### config.mk
export PLATFORM = sky130hd
export DESIGN_NAME = stack_alu_sequencer_flat
export DESIGN_NICKNAME = d
export VERILOG_FILES = /design/src/rtl/stack_alu_sequencer_if.sv /design/src/rtl/stack_alu_sequencer.sv /design/src/flat_wrapper.sv
export SDC_FILE = /design/constraint.sdc
export NUM_CORES = 1
export LEC_CHECK = 0
export CORE_UTILIZATION = 53
export CTS_BUF_LIST = sky130_fd_sc_hd__clkbuf_4
export CTS_CLUSTER_SIZE = 24
export DETAILED_ROUTE_END_ITERATION = 8
export GPL_TIMING_DRIVEN = 0
export PLACE_DENSITY = 0.87
export SETUP_SLACK_MARGIN = 0.2
export SLEW_MARGIN = 0
export SYNTH_ARGS = -nofsm -noshare
export SYNTH_HDL_FRONTEND = slang
export SYNTH_SLANG_ARGS = --single-unit
### constraint.sdc
create_clock -name clk -period 5 [get_ports clk]
set_clock_uncertainty 0.1 [all_clocks]
set_input_delay 1 -clock clk [delete_from_list [all_inputs] [get_ports clk]]
set_output_delay 1 -clock clk [all_outputs]
set_load 0.05 [all_outputs]
### src/rtl/stack_alu_sequencer_if.sv
// Token / ALU / result bundle between the expression sequencer and its neighbours.
// slave: the sequencer side. master: the environment (token source, ALU, result sink).
interface stack_alu_sequencer_if #(
    parameter int N = 8
);
    logic         tok_valid;
    logic         tok_ready;
    logic [1:0]   tok_kind;
    logic [N-1:0] tok_data;

    logic [2:0]   alu_opcode;
    logic [N-1:0] alu_input_data;
    logic [N-1:0] alu_output_data;
    logic         alu_overflow;

    logic         res_valid;
    logic         res_ready;
    logic [N-1:0] res_data;
    logic         res_overflow;
    logic         res_error;

    modport slave (
        input  tok_valid, tok_kind, tok_data,
        output tok_ready,
        output alu_opcode, alu_input_data,
        input  alu_output_data, alu_overflow,
        output res_valid, res_data, res_overflow, res_error,
        input  res_ready
    );

    modport master (
        output tok_valid, tok_kind, tok_data,
        input  tok_ready,
        input  alu_opcode, alu_input_data,
        output alu_output_data, alu_overflow,
        input  res_valid, res_data, res_overflow, res_error,
        output res_ready
    );
endinterface

### src/rtl/stack_alu_sequencer.sv
// RPN token stream -> stack ALU opcode sequencer.
// Each accepted token becomes one registered ALU opcode cycle; end-of-expression
// pops the final value and presents it with sticky overflow / error flags.
// Optional build macro STACK_SEQ_DEPTH_CHECK_EN: reject pushes into a full stack
// and operators with fewer than two operands (error + drain, no opcode issued).
module stack_alu_sequencer #(
    parameter int N     = 8,
    parameter int DEPTH = 16
) (
    input  logic                 clk,
    input  logic                 rst,
    stack_alu_sequencer_if.slave bus
);
    localparam int DW = $clog2(DEPTH + 1);
    localparam logic [DW-1:0] DMAX = DW'(DEPTH);
    localparam logic [DW-1:0] D0   = '0;
    localparam logic [DW-1:0] D1   = DW'(1);
    localparam logic [DW-1:0] D2   = DW'(2);

    localparam logic [2:0] OP_NOP  = 3'b000;
    localparam logic [2:0] OP_ADD  = 3'b100;
    localparam logic [2:0] OP_MUL  = 3'b101;
    localparam logic [2:0] OP_PUSH = 3'b110;
    localparam logic [2:0] OP_POP  = 3'b111;

    localparam logic [1:0] K_OPND = 2'b00;
    localparam logic [1:0] K_ADD  = 2'b01;
    localparam logic [1:0] K_MUL  = 2'b10;
    localparam logic [1:0] K_END  = 2'b11;

    typedef enum logic [2:0] {ACCEPT, ISSUE, SAMPLE, DRAIN, RESULT} state_t;

    state_t        state, state_nx;
    logic [DW-1:0] depth, depth_nx;
    logic          ovf, ovf_nx;
    logic          err, err_nx;
    logic          is_pop, is_pop_nx;   // ISSUE/SAMPLE belong to the final pop
    logic          rdy, rdy_nx;
    logic [2:0]    opcode, opcode_nx;
    logic [N-1:0]  in_data, in_data_nx;
    logic [N-1:0]  res_q, res_nx;

    logic hs;
    logic push_bad, arith_bad;

    assign hs = bus.tok_valid & rdy & (state == ACCEPT);

`ifdef STACK_SEQ_DEPTH_CHECK_EN
    assign push_bad  = (depth == DMAX);
    assign arith_bad = (depth < D2);
`else
    assign push_bad  = 1'b0;
    assign arith_bad = 1'b0;
`endif

    // State and all output-facing registers; everything clears on async reset.
    always_ff @(posedge clk or posedge rst) begin
        if (rst) begin
            state   <= ACCEPT;
            depth   <= D0;
            ovf     <= 1'b0;
            err     <= 1'b0;
            is_pop  <= 1'b0;
            rdy     <= 1'b0;
            opcode  <= OP_NOP;
            in_data <= '0;
            res_q   <= '0;
        end else begin
            state   <= state_nx;
            depth   <= depth_nx;
            ovf     <= ovf_nx;
            err     <= err_nx;
            is_pop  <= is_pop_nx;
            rdy     <= rdy_nx;
            opcode  <= opcode_nx;
            in_data <= in_data_nx;
            res_q   <= res_nx;
        end
    end

    // Next-state: operators and a well-formed end go through ISSUE/SAMPLE, faults drain.
    always_comb begin
        state_nx = state;
        case (state)
            ACCEPT: begin
                if (hs) begin
                    case (bus.tok_kind)
                        K_OPND:       if (push_bad) state_nx = DRAIN;
                        K_ADD, K_MUL: state_nx = arith_bad ? DRAIN : ISSUE;
                        default:      state_nx = (depth == D1) ? ISSUE : DRAIN;
                    endcase
                end
            end
            ISSUE:   state_nx = SAMPLE;
            SAMPLE:  state_nx = is_pop ? RESULT : ACCEPT;
            DRAIN:   if (depth == D0) state_nx = RESULT;
            RESULT:  if (bus.res_ready) state_nx = ACCEPT;
            default: state_nx = ACCEPT;
        endcase
    end

    // Next register values: opcode defaults to nop so every non-nop lasts one cycle.
    always_comb begin
        opcode_nx  = OP_NOP;
        in_data_nx = in_data;
        depth_nx   = depth;
        ovf_nx     = ovf;
        err_nx     = err;
        is_pop_nx  = is_pop;
        res_nx     = res_q;
        case (state)
            ACCEPT: begin
                if (hs) begin
                    case (bus.tok_kind)
                        K_OPND: begin
                            if (push_bad) begin
                                err_nx = 1'b1;
                            end else begin
                                opcode_nx  = OP_PUSH;
                                in_data_nx = bus.tok_data;
                                if (depth != DMAX) depth_nx = depth + D1;
                            end
                        end
                        K_ADD, K_MUL: begin
                            if (arith_bad) begin
                                err_nx = 1'b1;
                            end else begin
                                opcode_nx = (bus.tok_kind == K_ADD) ? OP_ADD : OP_MUL;
                                is_pop_nx = 1'b0;
                                if (depth != D0) depth_nx = depth - D1;
                            end
                        end
                        K_END: begin
                            if (depth == D1) begin
                                opcode_nx = OP_POP;
                                depth_nx  = D0;
                                is_pop_nx = 1'b1;
                            end else begin
                                err_nx = 1'b1;
                            end
                        end
                        default: ;
                    endcase
                end
            end
            SAMPLE: begin
                // ALU result/flag are valid the cycle after it sampled the op
                if (is_pop) res_nx = bus.alu_output_data;
                else        ovf_nx = ovf | bus.alu_overflow;
            end
            DRAIN: begin
                if (depth != D0) begin
                    opcode_nx = OP_POP;
                    depth_nx  = depth - D1;
                end else begin
                    res_nx = '0;
                end
            end
            RESULT: begin
                if (bus.res_ready) begin
                    ovf_nx = 1'b0;
                    err_nx = 1'b0;
                end
            end
            default: ;
        endcase
        rdy_nx = (state_nx == ACCEPT);
    end

    // Port drive: all from registers or decoded state, no input-to-output paths.
    always_comb begin
        bus.tok_ready      = rdy;
        bus.alu_opcode     = opcode;
        bus.alu_input_data = in_data;
        bus.res_valid      = (state == RESULT);
        bus.res_data       = res_q;
        bus.res_overflow   = ovf;
        bus.res_error      = err;
    end
endmodule

### src/flat_wrapper.sv
// flat-port wrapper written by rule: the top's interface ports become plain ports
module stack_alu_sequencer_flat 
#(
    parameter int N     = 8,
    parameter int DEPTH = 16
)
  (clk, rst, bus_tok_valid, bus_tok_kind, bus_tok_data, bus_tok_ready, bus_alu_opcode, bus_alu_input_data, bus_alu_output_data, bus_alu_overflow, bus_res_valid, bus_res_data, bus_res_overflow, bus_res_error, bus_res_ready);
  stack_alu_sequencer_if #(.N(N)) bus_i ();
  input  logic clk;
  input  logic rst;
  input wire logic [$bits(bus_i.tok_valid)-1:0] bus_tok_valid;
  input wire logic [$bits(bus_i.tok_kind)-1:0] bus_tok_kind;
  input wire logic [$bits(bus_i.tok_data)-1:0] bus_tok_data;
  output wire logic [$bits(bus_i.tok_ready)-1:0] bus_tok_ready;
  output wire logic [$bits(bus_i.alu_opcode)-1:0] bus_alu_opcode;
  output wire logic [$bits(bus_i.alu_input_data)-1:0] bus_alu_input_data;
  input wire logic [$bits(bus_i.alu_output_data)-1:0] bus_alu_output_data;
  input wire logic [$bits(bus_i.alu_overflow)-1:0] bus_alu_overflow;
  output wire logic [$bits(bus_i.res_valid)-1:0] bus_res_valid;
  output wire logic [$bits(bus_i.res_data)-1:0] bus_res_data;
  output wire logic [$bits(bus_i.res_overflow)-1:0] bus_res_overflow;
  output wire logic [$bits(bus_i.res_error)-1:0] bus_res_error;
  input wire logic [$bits(bus_i.res_ready)-1:0] bus_res_ready;
  assign bus_i.tok_valid = bus_tok_valid;
  assign bus_i.tok_kind = bus_tok_kind;
  assign bus_i.tok_data = bus_tok_data;
  assign bus_tok_ready = bus_i.tok_ready;
  assign bus_alu_opcode = bus_i.alu_opcode;
  assign bus_alu_input_data = bus_i.alu_input_data;
  assign bus_i.alu_output_data = bus_alu_output_data;
  assign bus_i.alu_overflow = bus_alu_overflow;
  assign bus_res_valid = bus_i.res_valid;
  assign bus_res_data = bus_i.res_data;
  assign bus_res_overflow = bus_i.res_overflow;
  assign bus_res_error = bus_i.res_error;
  assign bus_i.res_ready = bus_res_ready;
  stack_alu_sequencer #(.N(N), .DEPTH(DEPTH)) u_core (.clk(clk), .rst(rst), .bus(bus_i));
endmodule
==> results.cfg, run 1 <==
[place]
gp_congestion = 0.853
port_buffers = 45
dpl.hpwl_mm = 2.76
dp.cells = 238

[clock_network]
cts-root-buf = clkbuf_4
cts_tree = yes
cts_buffer_depth = 2
post_cts_buffers = 0
clk_pin_slew_worst_paths_ns = 0.10
clock-sinks = 31
clock_latency_ns = 0.34
cts-hold-fix-buffers = 0
cts_buffers = 5
ctsResizeCount = 0
htree_levels = 2

[synth]
yosys-top-cells-area = dfrtp_1 46%, ha_1 6.0%, mux2_2 5.4%, a22o_1 4.7%, nor4b_4 2.8%
yosysSeqAreaShare_pct = 46.4
ys_types = 46
synth.avg_cell_area_um2 = 11.2
yosys.area.top_type = dfrtp_1
synth_ff_type = dfrtp_1
yosysTopAreaCellShare_pct = 46.4
yosysMostFrequentCell = dfrtp_1
synth.cell_area_um2 = 1670
ys_top_cells_by_count = 31 x dfrtp_1, 10 x inv_1, 9 x a21oi_1, 9 x a22o_1, 9 x nand2_1
syn-num-nets = 180
synth_warnings = 0
synth_edf_count = 0
async_reset_ff_share_pct = 100
synth_cells = 149
ys_ff_latch = 31

[final_layout]
syn_to_final_growth_pct = 33.7
fin_nets = 232
diodes = 0
fin_cells = 246
drive_gt1_share_pct = 17.3

[detailed_routing]
vias_per_cell = 5.59
vias = 1375
drt-wirelength-per-cell_um = 14.9
drt_iter0_drc = 81
drc = 0
dr.pass1.iters = 4
routed_wl_mm = 3.68
antenna_left = 0

[critical_path]
start_kind = flip-flop
cp_slowest_stage_delay_ns = 0.80
worstPathCellList = clkbuf_2 -> nor2_1 -> nand2_1 -> inv_1 -> clkdlybuf4s50_1
worstPathArrival_ns = 2.01
crit_type = flip-flop to output port
cp-end-kind = output port
required_ns = 3.90
r2r_cells = 8
slowest_stage = clkdlybuf4s50_1
worstPathMaxFanout = 7

[power_and_ir_drop]
leakagePower_nw = 0.997
powerDensity_nw_per_um2 = 606
vdd.ir_drop.worst_uv = 345
power_w = 0.00135

[floorplanning]
die_w_um = 58.2
rows = 20
chipHeight_um = 58.2
io_pins = 46
start_util_pct = 55.2
core_um2 = 3030
floorplan.die_area_um2 = 3380

[sta]
max_freq_mhz = 321
setup_viol = 0
fin_crit_ns = 3.11
tightest_slew_ns = 1.15
rsz0062_at_grt = no
slew_viol_final = 0
period_share_pct = 62.3
tns_ns = 0
slew_headroom_pct = 23.5
finalHoldViolations = 0

[grt]
grt_usage_pct = 24.5
grt_pass1_vias = 1374
grt_pass1_wl_mm = 6.12
antenna_found_initial = 0
overflow = 0
grt_max_degree = 32

[flow_run]
maxCapViolCount = 0

[status]
status = finished clean

[worst_hold_path]
hold_depth = 1
worst_hold_path_type = flip-flop to flip-flop
through the flow:
step	cell area, µm²	setup WS [ns]	util, %	hold WS [ns]
2_1_floorplan	1670	2.66	-	0.399
3_3_place_gp	2180	1.97	71.9	0.385
3_5_place_dp	2180	1.91	71.9	0.391
4_1_cts	2240	1.87	73.8	0.416
5_1_grt	2240	1.76	73.8	0.421
6_report	2240	1.89	73.8	0.414
cell type report:
type / instances / area (µm²)
Multi-Input combinational cell: 102 / 817
Timing Repair Buffer: 45 / 450
Fill cell: 210 / 792
Tap cell: 44 / 55.1
Clock buffer: 6 / 45.0
Sequential cell: 31 / 776
Inverter: 10 / 37.5
Buffer: 6 / 42.5
Clock inverter: 2 / 12.5
layer usage:
| layer | global-route usage, % | vias up | part of all wire (%) |
|---|---|---|---|
| li1 | - | 645 | - |
| met1 | 29.2 | 672 | 43 |
| met2 | 40.7 | 52 | 50 |
| met3 | 7.81 | 6 | 5.7 |
| met4 | 10.2 | 0 | 1.2 |
| met5 | 0 | - | 0 |
logic make-up (layout without fill, tap and decap cells):
group | count (synthesis) | in the layout | share of synthesized area, %
flops | 31 | 31 | 46.4
simple gates | 38 | 38 | 15.4
buf+inv | 16 | 69 | 4.79
fa+ha+maj | 8 | 8 | 5.98
compound gates | 46 | 46 | 20.9
mux | 10 | 10 | 6.58
layout by cell type, fill, tap and decap left out, drive strengths merged, types with 2 or more instances in the layout:
master	synthesis	final
clkdlybuf4s50	0	45
dfrtp	31	31
o21ai	11	11
inv	10	10
nand2	10	10
a21oi	10	10
a22o	9	9
mux2	8	8
ha	8	8
nor2	8	8
clkbuf	1	7
nand3	6	6
buf	5	5
nor3	3	3
o22ai	3	3
nor4b	2	2
a31oi	2	2
mux2i	2	2
critical path: cells and delay by family (launching register included):
kind / cells / cell delay [ns]
AND/OR/NAND/NOR: 2 / 0.23
buffers and inverters: 3 / 1.07
flip-flops: 1 / 0.38
where the power goes:
group | leakage (nW) | switching, W | internal (W)
Sequential | 0.396 | 0.0000715 | 0.000340
Clock | 0.0317 | 0.0000902 | 0.0000596
Combinational | 0.569 | 0.000480 | 0.000314
flip-flops by register name, summed over array words and instances, names as in the netlist:
| signal | flops |
|---|---|
| u_core.bus.alu_opcode | 3 |
| u_core.bus.res_error | 1 |
| u_core.bus.res_data | 8 |
| u_core.bus.tok_ready | 1 |
| u_core.bus.alu_input_data | 8 |
| u_core.depth | 5 |
| u_core.bus.res_overflow | 1 |
| u_core.state | 3 |
| u_core.is_pop | 1 |
worst paths after layout:
path | from | end | slack, ns
max in group asynchronous | rst | u_core.bus.alu_input_data[7] | 2.96
min reg2reg | u_core.bus.alu_input_data[2] | u_core.bus.alu_input_data[2] | 0.41
max reg2reg | u_core.depth[0] | u_core.depth[1] | 2.95
min | u_core.bus.alu_input_data[2] | u_core.bus.alu_input_data[2] | 0.41
max | u_core.state[0] | bus_res_valid | 1.89
min in group asynchronous | rst | u_core.bus.alu_input_data[1] | 1.15
Note: power is estimated with default switching activity, not from simulation.
==> run 2: changes to the inputs <==
--- a/config.mk
+++ b/config.mk
@@ -5,12 +5,12 @@
 export SDC_FILE = /design/constraint.sdc
 export NUM_CORES = 1
 export LEC_CHECK = 0
-export CORE_UTILIZATION = 53
+export CORE_UTILIZATION = 45
 export CTS_BUF_LIST = sky130_fd_sc_hd__clkbuf_4
 export CTS_CLUSTER_SIZE = 24
 export DETAILED_ROUTE_END_ITERATION = 8
 export GPL_TIMING_DRIVEN = 0
-export PLACE_DENSITY = 0.87
+export PLACE_DENSITY = 0.79
 export SETUP_SLACK_MARGIN = 0.2
 export SLEW_MARGIN = 0
 export SYNTH_ARGS = -nofsm -noshare
==> constraint.sdc (replaced) <==
create_clock -name clk -period 2.8 [get_ports clk]
set_clock_uncertainty 0.1 [all_clocks]
set_input_delay 0.56 -clock clk [delete_from_list [all_inputs] [get_ports clk]]
set_output_delay 0.56 -clock clk [all_outputs]
set_load 0.05 [all_outputs]
==> run 2 against run 1 <==
Compared with the run above:
- critical path type unchanged
- clock-buffer cell count did not move
- largest power group unchanged
- highest routed layer unchanged
- utilization fell by 8.3 points
- die area rose by 17%
- sequential power rose by 79%
- setup slack got worse by 1.5 ns
- critical path depth did not move
- cell area rose by 0.84%
- flip-flop and latch count did not move
- global-route usage fell by 4.2 points
- cell count rose by 0.41%
- non-clock buffer count did not move
==> results.cfg, run 2 (synthesized netlist as in run 1, its figures left out) <==
[status]
status = finished clean

[place]
dpl.hpwl_mm = 2.76
gp_congestion = 0.863
port_buffers = 45

[detailed_routing]
met1_length_mm = 1.59
wl_met2_mm = 1.82
vias = 1339
antenna_left = 0
dr.pass1.iters = 4
drt_iter0_drc = 35
top_layer_used = met4
drt-wirelength-per-cell_um = 14.7
vias_per_cell = 5.42
routed_wl_mm = 3.63
wl_met3_um = 131
drc = 0

[clock_network]
ctsResizeCount = 1
cts_tree = yes
clock-sinks = 31
cts_buffer_depth = 2
clock_latency_ns = 0.32
cts-hold-fix-buffers = 0
cts-root-buf = clkbuf_4
post_cts_buffers = 0
htree_levels = 2
clk_pin_slew_worst_paths_ns = 0.09
cts_buffers = 5

[final_layout]
syn_to_final_growth_pct = 34.8
n_fill_cell = 288
utilization_pct = 65.5
final_common_cell = clkdlybuf4s50_1
drive_gt1_share_pct = 16.9
fin_nets = 232
final_cell_mix = 44 x clkdlybuf4s50_1, 31 x dfrtp_1, 10 x inv_1
diodes = 0

[floorplanning]
floorplan.die_area_um2 = 3970
chipHeight_um = 63.0
io_pins = 46
rows = 21
core_um2 = 3440
start_util_pct = 48.6
die_w_um = 63.0

[power_and_ir_drop]
powerDensity_nw_per_um2 = 1100
vdd.ir_drop.worst_uv = 667
leakagePower_nw = 1.01

[sta]
max_freq_mhz = 423
tns_ns = 0
slew_viol_final = 0
rsz0062_at_grt = no
tightest_slew_ns = 1.12
setup_viol = 0
period_share_pct = 84.4
fin_crit_ns = 2.36
finalHoldViolations = 0
slew_headroom_pct = 25.0
whs_ns = 0.413

[grt]
grt_pass1_vias = 1338
grt_usage_pct = 20.3
grt_pass1_wl_mm = 6.25
grt_max_degree = 32
antenna_found_initial = 0
overflow = 0

[critical_path]
cp-end-kind = output port
r2r_cells = 8
worstPathArrival_ns = 1.70
r2r-start = u_core.depth[0]
worstPathMaxFanout = 7
cp-startpoint = u_core.state[0]
r2r_end = u_core.bus.tok_ready
required_ns = 2.14
crit_type = flip-flop to output port
start_kind = flip-flop
worstSetupEndpoint = bus_res_valid
r2r_setup_slack_ns = 0.72

[flow_run]
maxCapViolCount = 0

[worst_hold_path]
worst_hold_path_type = flip-flop to flip-flop
## run 2: per-layer routing
layer | vias to the layer above | GRT usage, %
met1 | 648 | 25.3
met3 | 12 | 5.29
met4 | 0 | 8.14
met2 | 34 | 33.1
li1 | 645 | -
met5 | - | 0
## run 2: report_power, final
part | switching (W) | total [W] | internal [W]
Clock | 0.000144 | 0.000338 | 0.000194
Sequential | 0.000128 | 0.000735 | 0.000607
Combinational | 0.000860 | 0.00142 | 0.000558
Total | 0.00113 | 0.00249 | 0.00136
## run 2: worst min-delay path by stage
stage               depth (start not counted)  slack, ns                     end                   start
floorplan                                   2       0.40           u_core.is_pop           u_core.is_pop
global placement                            1       0.38  u_core.bus.res_data[7]  u_core.bus.res_data[7]
detailed placement                          1       0.39  u_core.bus.res_data[3]  u_core.bus.res_data[3]
CTS                                         1       0.41  u_core.bus.res_data[3]  u_core.bus.res_data[3]
global route                                1       0.43  u_core.bus.res_data[7]  u_core.bus.res_data[7]
finish                                      1       0.41  u_core.bus.res_data[0]  u_core.bus.res_data[0]
## run 2: worst max-delay path, cell delays in order, from the launching register on
cell	delay, ns
dfrtp_1	0.36
clkbuf_2	0.17
nor2_1	0.15
nand2_1	0.09
inv_1	0.09
dlygate4sd2_1	0.52
## run 2: layout make-up
cell class	instances	area, µm²	share of cell area, %
Multi-Input combinational cell	102	817	36.2
Sequential cell	31	776	34.4
Timing Repair Buffer	45	449	19.9
Tap cell	46	57.6	2.55
Clock buffer	6	45.0	2.00
Buffer	6	42.5	1.89
Inverter	10	37.5	1.66
Clock inverter	1	30.0	1.33
## run 2: per-stage QoR
step	setup slack [ns]	power [W]	cells	instance area, µm²
final	0.436	0.00249	247	2250
after global routing	0.294	0.00264	247	2250
after CTS	0.407	0.00251	247	2250
after floorplan	0.902	0.00174	149	1670
after detailed placement	0.139	0.00216	240	2180
after global placement	0.228	0.00213	240	2180
